--- src/rtl/vga_block_pkg.sv ---
// Shared screen/block geometry and walker state encoding for block-address users.
package vga_block_pkg;

    localparam int unsigned H_RES      = 640;
    localparam int unsigned V_RES      = 480;
    localparam int unsigned BLOCK_W    = 16;
    localparam int unsigned BLOCK_H    = 16;
    localparam int unsigned COLS       = H_RES / BLOCK_W;
    localparam int unsigned ROWS       = V_RES / BLOCK_H;
    localparam int unsigned NUM_BLOCKS = COLS * ROWS;

    localparam int unsigned ADDR_W  = 12;
    localparam int unsigned COORD_W = 10;
    localparam int unsigned BW_LOG2 = $clog2(BLOCK_W);
    localparam int unsigned BH_LOG2 = $clog2(BLOCK_H);

    // Sized copies so comparisons stay width-matched.
    localparam logic [ADDR_W-1:0]  COLS_A       = ADDR_W'(COLS);
    localparam logic [ADDR_W-1:0]  NUM_BLOCKS_A = ADDR_W'(NUM_BLOCKS);
    localparam logic [BW_LOG2-1:0] OX_MAX       = BW_LOG2'(BLOCK_W - 1);
    localparam logic [BH_LOG2-1:0] OY_MAX       = BH_LOG2'(BLOCK_H - 1);

    typedef enum logic [1:0] {
        IDLE,
        DECODE,
        WALK
    } walker_state_e;

endpackage

--- src/rtl/block_addr_divider.sv ---
// Iterative divide of a block address by COLS: one subtraction per cycle.
// o_done is high for the single cycle in which o_col/o_row hold the quotient result.
module block_addr_divider
    import vga_block_pkg::*;
(
    input  logic               clk,
    input  logic               rst,
    input  logic               i_start,
    input  logic [ADDR_W-1:0]  i_addr,
    output logic               o_done,
    output logic [COORD_W-1:0] o_col,
    output logic [COORD_W-1:0] o_row
);

    logic [ADDR_W-1:0] r_rem;
    logic [ADDR_W-1:0] r_row;
    logic              r_active;
    logic              w_fits;

    assign w_fits = (r_rem < COLS_A);

    // Load on start, then subtract COLS until the remainder fits in one row.
    always_ff @(posedge clk) begin
        if (rst) begin
            r_rem    <= '0;
            r_row    <= '0;
            r_active <= 1'b0;
        end else if (i_start) begin
            r_rem    <= i_addr;
            r_row    <= '0;
            r_active <= 1'b1;
        end else if (r_active) begin
            if (w_fits) begin
                r_active <= 1'b0;
            end else begin
                r_rem <= r_rem - COLS_A;
                r_row <= r_row + 1'b1;
            end
        end
    end

    assign o_done = r_active && w_fits;
    // Remainder < 40 and row < 30 for legal addresses, so the low bits carry the result.
    assign o_col  = r_rem[COORD_W-1:0];
    assign o_row  = r_row[COORD_W-1:0];

endmodule

--- src/rtl/block_pixel_walker.sv ---
// Expands a pixel-block address into the raster-ordered stream of its screen pixels.
module block_pixel_walker
    import vga_block_pkg::*;
(
    input  logic               clk,
    input  logic               rst,
    input  logic               req_valid,
    output logic               req_ready,
    input  logic [ADDR_W-1:0]  req_addr,
    output logic               pix_valid,
    input  logic               pix_ready,
    output logic [COORD_W-1:0] pix_x,
    output logic [COORD_W-1:0] pix_y,
    output logic               pix_last,
    output logic               busy,
    output logic               addr_err
);

    walker_state_e r_state;
    walker_state_e w_state_next;

    logic               w_accept;
    logic               w_legal;
    logic               w_start;
    logic               w_fire;
    logic               w_div_done;
    logic [COORD_W-1:0] w_div_col;
    logic [COORD_W-1:0] w_div_row;

    logic [COORD_W-1:0] r_base_x;
    logic [COORD_W-1:0] r_base_y;
    logic [BW_LOG2-1:0] r_ox;
    logic [BH_LOG2-1:0] r_oy;
    logic               r_addr_err;

    assign w_accept = req_valid && req_ready;
    assign w_legal  = (req_addr < NUM_BLOCKS_A);
    assign w_start  = w_accept && w_legal;
    assign w_fire   = pix_valid && pix_ready;

    block_addr_divider u_divider (
        .clk     (clk),
        .rst     (rst),
        .i_start (w_start),
        .i_addr  (req_addr),
        .o_done  (w_div_done),
        .o_col   (w_div_col),
        .o_row   (w_div_row)
    );

    // State register.
    always_ff @(posedge clk) begin
        if (rst) begin
            r_state <= IDLE;
        end else begin
            r_state <= w_state_next;
        end
    end

    // Next-state and handshake outputs, all decoded from the current state.
    always_comb begin
        w_state_next = r_state;
        req_ready    = 1'b0;
        pix_valid    = 1'b0;
        busy         = 1'b0;
        pix_last     = 1'b0;
        unique case (r_state)
            IDLE: begin
                req_ready = 1'b1;
                if (w_start) begin
                    w_state_next = DECODE;
                end
            end
            DECODE: begin
                busy = 1'b1;
                if (w_div_done) begin
                    w_state_next = WALK;
                end
            end
            WALK: begin
                busy      = 1'b1;
                pix_valid = 1'b1;
                pix_last  = (r_ox == OX_MAX) && (r_oy == OY_MAX);
                if (pix_ready && pix_last) begin
                    w_state_next = IDLE;
                end
            end
            default: begin
                w_state_next = IDLE;
            end
        endcase
    end

    // Rejected addresses raise a one-cycle error pulse; nothing else is started.
    always_ff @(posedge clk) begin
        if (rst) begin
            r_addr_err <= 1'b0;
        end else begin
            r_addr_err <= w_accept && !w_legal;
        end
    end

    // Block origin latched at the end of decode; offsets advance once per accepted pixel.
    always_ff @(posedge clk) begin
        if (rst) begin
            r_base_x <= '0;
            r_base_y <= '0;
            r_ox     <= '0;
            r_oy     <= '0;
        end else if ((r_state == DECODE) && w_div_done) begin
            r_base_x <= w_div_col << BW_LOG2;
            r_base_y <= w_div_row << BH_LOG2;
            r_ox     <= '0;
            r_oy     <= '0;
        end else if (w_fire) begin
            r_ox <= r_ox + 1'b1;
            if (r_ox == OX_MAX) begin
                r_oy <= r_oy + 1'b1;
            end
        end
    end

    assign addr_err = r_addr_err;
    assign pix_x    = r_base_x + COORD_W'(r_ox);
    assign pix_y    = r_base_y + COORD_W'(r_oy);

endmodule

--- config.mk ---
export PLATFORM = sky130hd
export DESIGN_NAME = block_pixel_walker
export DESIGN_NICKNAME = d
export VERILOG_FILES = /design/src/rtl/vga_block_pkg.sv /design/src/rtl/block_addr_divider.sv /design/src/rtl/block_pixel_walker.sv
export SDC_FILE = /design/constraint.sdc
export NUM_CORES = 1
export LEC_CHECK = 0
export CAP_MARGIN = 20
export CORE_MARGIN = 8
export CORE_UTILIZATION = 35
export CTS_CLUSTER_SIZE = 20
export DETAILED_ROUTE_END_ITERATION = 8
export GPL_ROUTABILITY_DRIVEN = 1
export RECOVER_POWER = 50
export SYNTH_ARGS = -nofsm -noshare
export SYNTH_HDL_FRONTEND = slang
export SYNTH_HIERARCHICAL = 1
export SYNTH_SLANG_ARGS = --single-unit
--- constraint.sdc ---
create_clock -name clk -period 2.7 [get_ports clk]
set_input_delay 0.81 -clock clk [delete_from_list [all_inputs] [get_ports clk]]
set_output_delay 0.81 -clock clk [all_outputs]
set_load 0.005 [all_outputs]
==> results.md, run 1 <==
* Run status: finished, final reports clean
* Worst Skew at 4.43 ps
* Final Hold Fails at 0
* Gate power share at 0.216
* Slew Viols, Final at 0
* Wirelength per Cell at 12.7 um
* Post-CTS Hold Fix Bufs at 0
* Power share of the clock group at 0.275
* RSZ-0062 raised after global routing: false
* CP Class: reg2out
* I/O pin count at 41
* TritonRoute pass-1 iters at 4
* # DRC at 0
* Synth-to-layout area growth at 25.6%
* Critical R2R Launch: u_divider/r_rem[9]$_SDFFE_PP0P_
* Layout cell share with drive strength beyond 1 at 0.0636
* Switching Power at 0.380 mW
* Routed via count at 1738
* # placed instances at 348
* Pwr/cell area at 527 nW/um^2
* Skew-Pair Late Insertion Delay at 290 ps
* Vias in the first global route at 1658
* Switching Share at 0.282
* Period utilization at 0.937
* Critical path launch point type: flip-flop
* GR Overflow Total at 0
* Mapped Avg Cell Area at 8.21 um^2
* Setup TNS at 0 ps
* Sequential power share at 0.509
* WHS Endpoint: r_base_y[9]$_SDFFE_PP0P_
* Worst path required time at 1890 ps
* Cts bufs inserted at 5
* Post-DRT Antenna Nets at 0
* Core Area at 5570 um^2
* Cell family with most CP delay: buffers and inverters
* Gr usage total at 0.109
* Nature of the critical path endpoint: output pin
* Finished Layout Cells at 355
* Rel. slew slack at 0.600
* Initial antenna violation count at 0
* Initial DRC count at 90
* Worst hold path depth at 2
* Initial Utilization at 0.365
* Pleak at 0.953 nW
* H-tree depth reported by CTS at 2
* Die area at 8520 um^2
* CP arrival at 1720 ps
* RR Endpoint: r_base_x[8]$_SDFFE_PP0P_
* Mapped Cells at 248
* Tot Pwr at 1.35 mW
* Site Rows at 27
* VDD IR max at 228 uV
* Post-layout nets at 308
* Vias per Instance at 4.90
* Clock Root Buffer: clkbuf_8
* Slowest stage delay, CP at 530 ps
* WL final at 4510 um
* Sink Count at 42
* Worst-path cell with the longest stage delay: clkdlybuf4s50_1
* Startpoint of the worst hold path: r_base_y[9]$_SDFFE_PP0P_
* HP Class: reg2reg
* Crit-path cells: inv_1 -> ha_4 -> nand2_1 -> nor3_1 -> clkdlybuf4s50_1
* Port Buf Inserts at 40
* First-pass GRT wire length at 7710 um
* Worst Tran Pin Value at 600 ps
* Clock Tree Buf Depth at 2
* Fmax at 395 MHz
* Gpl congestion at 0.823
* Crit path buf inv count at 2
* Max-cap viol count at 0
* Min Tclk post-route at 2530 ps
* Clk slew on worst S/H paths at 70 ps
* Ys Warns at 6
* Worst Path Max Fanout at 6
* R2r setup slk at 540 ps
* Internal power at 0.967 mW
* Mapped Nets at 273
* CTS tree: done
* Die H at 92.3 um
* Post-CTS Setup Bufs at 0
* Final setup viols at 0
* DP HPWL at 3440 um
* Largest net degree at the start of global routing at 14
* Die W at 92.3 um
* Antenna cells at 0
* FF-to-FF path depth at 5
* Mapped Area at 2040 um^2
-- routing by layer --
layer  routed length, um  track usage  vias up
met5                   0            0        -
met4                  42       0.0483        0
met3                 246       0.0347        5
met2                2110        0.176       33
met1                2110        0.130      788
li1                    -            -      912
-- worst min-delay path, cell delays in order, from the launching register on --
cell and delay (ps):
dfxtp_1 310, nand2_1 50, a21oi_1 50
-- worst max path at each step --
stage	start	endpoint	slack (ps)	depth (start not counted)
final	r_state[0]$_SDFFE_PP0P_	pix_last	170	5
after global routing	r_state[0]$_SDFFE_PP0P_	pix_last	30	5
after CTS	r_state[0]$_SDFFE_PP0P_	pix_last	70	5
after detailed placement	req_addr[8]	u_divider/r_rem[5]$_SDFFE_PP0P_	110	7
after global placement	req_addr[8]	u_divider/r_rem[10]$_SDFFE_PP0P_	180	6
after floorplan	req_addr[8]	u_divider/r_rem[6]$_SDFFE_PP0P_	650	6
-- sequential cells by signal, summed over array words and instances (netlist names) --
| register | flops |
|---|---|
| u_divider/r_active | 1 |
| addr_err | 1 |
| u_divider/r_rem | 12 |
| u_divider/r_row | 6 |
| r_oy | 4 |
| r_base_x | 6 |
| r_state | 2 |
| r_ox | 4 |
| r_base_y | 6 |
-- power groups by stage --
| stage | sequential (mW) | clock [mW] | combinational, mW |
|---|---|---|---|
| after floorplan | 0.689 | 0 | 0.206 |
| after global placement | 0.698 | 0 | 0.293 |
| after detailed placement | 0.699 | 0 | 0.294 |
| after CTS | 0.684 | 0.390 | 0.294 |
| after global routing | 0.692 | 0.413 | 0.327 |
| final | 0.686 | 0.370 | 0.291 |
-- what timing repair did --
item	in CTS	in global routing
setup endpoints to repair	0	1
resized for setup	0	2
endpoints found under the hold margin	0	0
-- layout make-up --
type,count,area [um^2]
fill,572,3020
multi-input combinational,174,1050
sequential,42,841
timing repair buffer,47,449
tap,72,90.1
clock buffer,7,76.3
inverter,13,48.8
-- through the flow --
stage	hold slack [ps]	util	instance area [um^2]	setup slack (ps)
finish	451	0.459	2560	170
global route	477	0.459	2560	31.1
CTS	457	0.458	2550	68.0
detailed placement	446	0.444	2480	110
global placement	441	0.444	2480	183
floorplan	437	-	2040	646
-- layout by cell type (no fill, tap or decap), types with 2 or more instances in the layout --
cell	n
dfxtp_1	42
clkbuf_1	3
clkdlybuf4s50_1	17
clkbuf_8	5
nand3_1	9
inv_1	13
xor2_1	4
dlygate4sd3_1	23
nand2b_1	6
buf_4	6
a221oi_1	3
or2_2	3
or4_1	3
mux2i_1	6
o211ai_1	2
a21oi_1	22
nor3_1	4
nand2_1	38
ha_1	8
or3_1	7
xnor2_1	4
o21ai_0	9
a311oi_1	4
nor2_1	24
No activity file was read; power rests on OpenSTA's default activity.
==> inputs of run 2 (changes only) <==
CAP_MARGIN = unset   (was 20)
==> results of run 2 <==
Final layout, timing and power as in run 1 (identical DEF).
==> inputs of run 3 (changes only) <==
ABC_CLOCK_PERIOD_IN_PS = 2700   (was unset)
==> results of run 3 <==
Final layout, timing and power as in run 1 (identical DEF).
